`config.mk`:
```
export PLATFORM = sky130hd
export DESIGN_NAME = gp_register_file
export DESIGN_NICKNAME = d
export VERILOG_FILES = /design/src/rtl/gp_register_file.sv
export SDC_FILE = /design/constraint.sdc
export NUM_CORES = 1
export LEC_CHECK = 0
export CORE_MARGIN = 2
export CORE_UTILIZATION = 45
export DETAILED_ROUTE_END_ITERATION = 16
export PLACE_DENSITY = 0.63
export SETUP_SLACK_MARGIN = 0.3
export SYNTH_ARGS = -nofsm -noshare
export SYNTH_HDL_FRONTEND = slang
export SYNTH_SLANG_ARGS = --single-unit
export TNS_END_PERCENT = 50
```
`constraint.sdc`:
```
create_clock -name clk -period 2.7 [get_ports clk]
set_input_delay 0.54 -clock clk [delete_from_list [all_inputs] [get_ports clk]]
set_output_delay 0.54 -clock clk [all_outputs]
set_load 0.05 [all_outputs]
```
`src/rtl/gp_register_file.sv`:
```
// rtl/gp_register_file.sv - two-read/one-write register file with per-register scoreboard lock bits
// Reads are registered; same-edge write data and busy changes are bypassed into the read result.
module gp_register_file #(
    parameter int WIDTH    = 16,
    parameter int ADDR_W   = 4,
    parameter int ZERO_REG = 0
) (
    input  logic                      clk,
    input  logic                      rst,
    input  logic                      wr_en,
    input  logic [ADDR_W-1:0]         wr_sel,
    input  logic [WIDTH-1:0]          wr_data,
    input  logic                      lock_en,
    input  logic [ADDR_W-1:0]         lock_sel,
    input  logic                      rd_en,
    input  logic [ADDR_W-1:0]         ra_sel,
    input  logic [ADDR_W-1:0]         rb_sel,
    output logic [WIDTH-1:0]          ra_out,
    output logic [WIDTH-1:0]          rb_out,
    output logic                      ra_busy,
    output logic                      rb_busy,
    output logic [(1<<ADDR_W)-1:0]    busy_vec
);

    localparam int DEPTH = 1 << ADDR_W;

    logic [WIDTH-1:0] regFile [DEPTH];
    logic [DEPTH-1:0] busyBits;
    logic [DEPTH-1:0] busyNext;
    logic             wrOk;
    logic             lockOk;
    logic [WIDTH-1:0] raData;
    logic [WIDTH-1:0] rbData;
    logic             raBusyNext;
    logic             rbBusyNext;

    function automatic logic isHardZero(input logic [ADDR_W-1:0] sel);
        return (ZERO_REG != 0) && (sel == '0);
    endfunction

    // Lock is applied after the write clear so a same-edge lock wins.
    always_comb begin
        wrOk   = wr_en && !isHardZero(wr_sel);
        lockOk = lock_en && !isHardZero(lock_sel);
        busyNext = busyBits;
        if (wrOk) begin
            busyNext[wr_sel] = 1'b0;
        end
        if (lockOk) begin
            busyNext[lock_sel] = 1'b1;
        end
    end

    always_comb begin
        raData     = regFile[ra_sel];
        rbData     = regFile[rb_sel];
        raBusyNext = busyNext[ra_sel];
        rbBusyNext = busyNext[rb_sel];
        if (wrOk && (ra_sel == wr_sel)) begin
            raData = wr_data;
        end
        if (wrOk && (rb_sel == wr_sel)) begin
            rbData = wr_data;
        end
        if (isHardZero(ra_sel)) begin
            raData     = '0;
            raBusyNext = 1'b0;
        end
        if (isHardZero(rb_sel)) begin
            rbData     = '0;
            rbBusyNext = 1'b0;
        end
    end

    always_ff @(posedge clk or negedge rst) begin
        if (!rst) begin
            for (int i = 0; i < DEPTH; i++) begin
                regFile[i] <= '0;
            end
            busyBits <= '0;
            ra_out   <= '0;
            rb_out   <= '0;
            ra_busy  <= 1'b0;
            rb_busy  <= 1'b0;
        end else begin
            if (wrOk) begin
                regFile[wr_sel] <= wr_data;
            end
            busyBits <= busyNext;
            if (rd_en) begin
                ra_out  <= raData;
                rb_out  <= rbData;
                ra_busy <= raBusyNext;
                rb_busy <= rbBusyNext;
            end
        end
    end

    assign busy_vec = busyBits;

endmodule

```
==> reports/metrics.cfg, run 1 <==
[timing]
fin_setup_tns_ps = 0
fin_crit_sh_pct = 86.7
finalMaxSlewViolations = 0
fin_crit_ps = 2340
tightest_slew_ps = 746
rsz0062_at_grt = no
fin_worst_skew_ps = 19.6
relSlewSlack_pct = 50.2
clock.fmax_mhz = 427
final_hold_viol_count = 1
setup_viol = 0
whs_ps = -15.0
setup_slack_ps = 360

[critical_path]
critPathRequiredTime_ps = 2160
r2r-start = regFile[200]
crit_type = flop to primary output
crit_end = busy_vec[2]
worstSetupStartpoint = busy_vec[2]
crit_arrival_ps = 1800
crit_buf_inv = 1
max_stage_delay_ps = 840
crit_slowest_cell = clkdlybuf4s50_1
crit_path_start_kind = flop
crit_path_cell_trace = clkdlybuf4s50_1
crit_cells = 1
cp_top_family = buffers and inverters
rrSetupSlack_ps = 740
worstPathMaxFanout = 4
r2r_end = rb_out[8]
worstRegToRegCells = 5
crit_path_end_kind = primary output

[die]
chipWidth_um = 195
core_um2 = 35700
ios = 87
num_rows = 69
dieArea_um2 = 37900
start_util_pct = 45.8
dieHeight_um = 195

[yosys]
synth_area_leaders = dfrtp_1 (47%), mux2_2 (18%), mux4_2 (18%)
ys_types = 55
ys_seq_area_share_pct = 46.7
async_flop_share_pct = 100
synth_fp_nets = 1211
synth_top_area_share_pct = 46.7
ys_ff_latch = 306
post-synth-top-count-cell = dfrtp_1
ys_top_cells_by_count = dfrtp_1 (306), mux2_2 (259), mux4_2 (128)
syn_inst = 1174
yosys.area.top_type = dfrtp_1
avgSynthCellArea_um2 = 14.0
synth-edff-count = 0
synth_area_um2 = 16400
ys.flop_type = dfrtp_1
ys_warn_count = 0

[final_layout]
area_growth_pct = 20.1
antenna_cells = 0
layout.nets = 1339
drive_gt1_share_pct = 44.5
utilization_pct = 55.0
layoutNonFillerInstCount = 1789

[drt]
ant_nets = 0
via_count = 11000
drt_wl_total_mm = 46.3
dr.pass1.iters = 4
viasPerCell = 6.12
initialDrtViolationCount = 613
drc = 0
wl_per_cell_um = 25.9

[clocking]
clock_latency_ps = 520
cts_tree = built
numClockSinks = 306
post_cts_buffers = 0
numCtsBuffers = 35
cts_max_path_buffers = 3
clk_pin_slew_ps = 50
cts-htree-levels = 2
root_buffer = clkbuf_16

[place]
dp.cells = 1726
gp_congestion = 0.862
dp_hpwl_mm = 29.4
port_buffers = 86
place_ws_ps = -142

[outcome]
status = finished with violations
violations = hold timing

[global_routing]
grt_use_total_pct = 24.8
antenna_found_initial = 0
grt_max_degree = 75
grt_pass1_vias = 11500
grt_pass1_wl_mm = 70.9
grt_overflow_total = 0

[power_and_ir_drop]
irDropWorstVdd_mv = 0.462
leakage_uw = 0.00815
powerDensity_nw_per_um2 = 765

[flow_run]
cap_viol_max_count = 0

[worst_hold_path]
hold_path_class = input port to asynchronous set/reset pin

## power breakdown
group	leakage (µW)	internal (µW)	switching, µW
registers	0.00375	5640	731
logic	0.00383	2210	1760
clock network	0.000571	2830	1890
## state kept, by name, summed over array words and instances (netlist names)
signal    cells
busy_vec     16
ra_busy       1
ra_out       16
rb_busy       1
rb_out       16
regFile     256
## worst min path at each step
stage,start,endpoint
2_1_floorplan,rst,busy_vec[0]
3_3_place_gp,regFile[117],regFile[117]
3_5_place_dp,regFile[63],regFile[63]
4_1_cts,rst,busy_vec[0]
5_1_grt,rst,busy_vec[0]
6_report,rst,busy_vec[0]
## logic make-up (layout without fill, tap and decap cells)
logic type	count (synthesis)	after routing	share of synthesized area, %
AO/OA/AOI/OAI	150	150	6.68
XOR/XNOR	13	13	0.695
buffers and inverters	122	276	3.36
flip-flops	306	306	46.7
multiplexers	407	407	36.6
AND/OR/NAND/NOR	176	176	5.89
## stage by stage
stage          total power, µW  instance area [µm²]
6_report                 15100                19700
5_1_grt                  15700                19700
4_1_cts                  15200                19700
3_5_place_dp             10400                18500
3_3_place_gp             10300                18500
2_1_floorplan             9120                16400
## timing repair
action / 4_1_cts / 5_1_grt
hold buffers: 0 / 0
gates resized for setup: 0 / 1
setup endpoints to repair: 0 / 1
## routing by layer
| metal | wire length [µm] | global-route usage [%] | share of wire [%] |
|---|---|---|---|
| met1 | 20500 | 34.9 | 44 |
| met2 | 22000 | 40.1 | 48 |
| met3 | 2640 | 4.27 | 5.7 |
| met4 | 1100 | 6.45 | 2.4 |
| met5 | 0 | 0 | 0 |
## cell usage in the layout (no fill, tap or decap), drive strengths merged, types with 20 or more instances in the layout
cell type,count
a221o,32
mux4,128
buf,128
mux2i,20
nand2,49
clkdlybuf4s50,75
a21oi,21
clkbuf,55
nor2b,51
o21ai,21
dfrtp,306
a211oi,32
mux2,259
## cell type report
| type | instances | area [µm²] |
|---|---|---|
| inverter | 9 | 33.8 |
| clock buffer | 55 | 1070 |
| fill | 2982 | 16100 |
| multi-input combinational | 746 | 8200 |
| tap | 461 | 577 |
| timing repair buffer | 204 | 2050 |
| clock inverter | 8 | 80.1 |
| sequential | 306 | 7660 |
Power figures use the tool's default switching activity.
==> run 2: changes to the inputs <==
--- a/config.mk
+++ b/config.mk
@@ -8,7 +8,7 @@
 export CORE_MARGIN = 2
 export CORE_UTILIZATION = 45
 export DETAILED_ROUTE_END_ITERATION = 16
-export PLACE_DENSITY = 0.63
+export PLACE_DENSITY = 0.6
 export SETUP_SLACK_MARGIN = 0.3
 export SYNTH_ARGS = -nofsm -noshare
 export SYNTH_HDL_FRONTEND = slang
==> run 2 against run 1 <==
Critical path depth unchanged. Combinational power about the same. Largest power group unchanged. First-iteration DRC count up 31%. Clock skew down 11 ps. The run now ends clean. Hold slack better by 18 ps. Sequential share of layout area up 0.28 points. Flip-flop and latch count unchanged.
==> reports/metrics.cfg, run 2 (same netlist as run 1, synthesis figures left out) <==
[timing]
clock.fmax_mhz = 429  ; +0.30%
whs_ps = 3.36  ; +18.4 ps
tightest_slew_ps = 776  ; +30.2 ps
rsz0062_at_grt = no
relSlewSlack_pct = 48.1  ; -2.1 points
final_hold_viol_count = 0  ; -1
fin_worst_skew_ps = 8.66  ; -11.0 ps
fin_crit_sh_pct = 86.4  ; -0.26 points
fin_crit_ps = 2330  ; -7.10 ps
setup_viol = 0  ; unchanged
finalMaxSlewViolations = 0  ; unchanged

[final_layout]
area_growth_pct = 19.3
final_cell_mix = dfrtp_1 (306), mux2_2 (259), mux4_2 (128)
final_common_cell = dfrtp_1
antenna_cells = 0  ; unchanged
largest_reg_flops = 256  ; unchanged
layout.nets = 1327  ; -0.90%
seq_area_um2 = 7660  ; unchanged
largest_register = regFile
fillers = 2995  ; +0.44%
finalInstanceArea_um2 = 19500  ; -0.72%
utilization_pct = 54.7  ; -0.40 points
multi_input_area_um2 = 8210  ; +0.14%
layoutNonFillerInstCount = 1769  ; -1.1%
drive_gt1_share_pct = 44.0  ; -0.47 points

[clocking]
cts_max_path_buffers = 3  ; unchanged
numClockSinks = 306  ; unchanged
numCtsBuffers = 35  ; unchanged
clk_pin_slew_ps = 60  ; about the same
cts-htree-levels = 2  ; unchanged
clock_latency_ps = 510  ; about the same
cts_tree = built
root_buffer = clkbuf_16
postCtsHoldBufs = 0  ; unchanged

[drt]
dr.pass1.iters = 5  ; +1
initialDrtViolationCount = 801  ; +31%
ant_nets = 0  ; unchanged
drc = 0  ; unchanged
wl_per_cell_um = 26.1  ; +0.97%
via_count = 11000  ; +0.60%
viasPerCell = 6.23  ; +1.7%
drt_wl_total_mm = 46.2  ; -0.16%

[global_routing]
grt_use_total_pct = 24.7  ; -0.059 points
grt_pass1_wl_mm = 70.6  ; -0.38%
grt_max_degree = 67  ; -11%
grt_overflow_total = 0  ; unchanged
grt_pass1_vias = 11300  ; -1.4%
antenna_found_initial = 0  ; unchanged

[critical_path]
crit_path_start_kind = flop
crit_slowest_cell = clkdlybuf4s50_1
r2r_end = ra_out[3]
crit_buf_inv = 1  ; unchanged
crit_type = flop to primary output
max_stage_delay_ps = 850  ; about the same
worstRegToRegCells = 5  ; unchanged
cp_top_family = buffers and inverters
worstPathMaxFanout = 2  ; -2
crit_arrival_ps = 1790  ; about the same
crit_path_end_kind = primary output
rrSetupSlack_ps = 710  ; -30 ps
crit_path_cell_trace = clkdlybuf4s50_1
r2r-start = regFile[195]
critPathRequiredTime_ps = 2160  ; about the same

[die]
dieHeight_um = 195  ; unchanged
ios = 87  ; unchanged
start_util_pct = 45.8  ; unchanged
dieArea_um2 = 37900  ; unchanged
core_um2 = 35700  ; unchanged
num_rows = 69  ; unchanged
chipWidth_um = 195  ; unchanged

[power_and_ir_drop]
leakage_uw = 0.00805  ; -1.2%
irDropWorstVdd_mv = 0.346  ; -25%
powerDensity_nw_per_um2 = 759  ; -0.82%

[place]
dp.cells = 1713  ; -0.75%
gp_congestion = 0.851  ; -1.3%
placed_cell_area_um2 = 18500  ; -0.30%
port_buffers = 86  ; unchanged
dp_hpwl_mm = 29.2  ; -0.59%

[flow_run]
cap_viol_max_count = 0  ; unchanged

[outcome]
status = completed

[worst_hold_path]
hold_path_class = input port to asynchronous set/reset pin

==> run 2: cell count changes in the layout (fill, tap and decap cells not counted), moves of 2 or more <==
| cell | delta |
|---|---|
| clkinvlp_4 | +2 |
| clkbuf_1 | -3 |
| clkbuf_8 | -6 |
| buf_4 | -15 |
| buf_12 | +3 |
==> run 2: area by class of cell <==
class | instances | share of cell area [%]
clock buffers | 47 | 5.14
clock inverters | 8 | 0.250
inverters | 9 | 0.173
multi-input cells | 746 | 42.0
flip-flops and latches | 306 | 39.2
well taps | 461 | 2.95
repair buffers | 192 | 10.2
==> run 2: report_power, final <==
part | internal (µW) | switching (µW)
combinational | 2220 | 1780
sequential | 5640 | 732
clock | 2590 | 1870
total | 10400 | 4380
==> run 2: metrics by stage <==
stage / setup TNS [ps] / worst slack (ps) / total power (µW)
6_report: 0 / 367 / 14800
2_1_floorplan: 0 / 347 / 9120
4_1_cts: 0 / 349 / 14900
3_3_place_gp: -167 / -137 / 10300
3_5_place_dp: -163 / -119 / 10400
5_1_grt: 0 / 304 / 15500
==> run 2: how the worst max path moves through the flow <==
stage                 end  startpoint  cells after the start
2_1_floorplan  rb_out[11]   rb_sel[0]                      8
3_3_place_gp      ra_busy       wr_en                      7
3_5_place_dp      ra_busy   wr_sel[2]                      8
4_1_cts        rb_out[14]  rb_out[14]                      1
5_1_grt           ra_busy   wr_sel[2]                      7
6_report       rb_out[14]  rb_out[14]                      1
==> run 2: what timing repair did <==
action                                  4_1_cts  5_1_grt
gates resized for setup                       0        2
endpoints found under the setup margin        0        1
buffers inserted                              0        1
==> run 2: metal layers <==
metal | vias to the layer above | share of wire (%) | global-route usage [%]
met5 | - | 0 | 0
met2 | 313 | 47 | 38.9
met1 | 5938 | 45 | 35.5
met4 | 0 | 2.7 | 7.46
li1 | 4700 | - | -
met3 | 71 | 5.1 | 4.08
==> run 2: worst reg2reg max path, stage by stage (launching register included) <==
cell,delay [ps]
dfrtp_1,390
mux4_2,450
and2_1,180
a211oi_1,330
a31oi_1,170
a221o_1,350
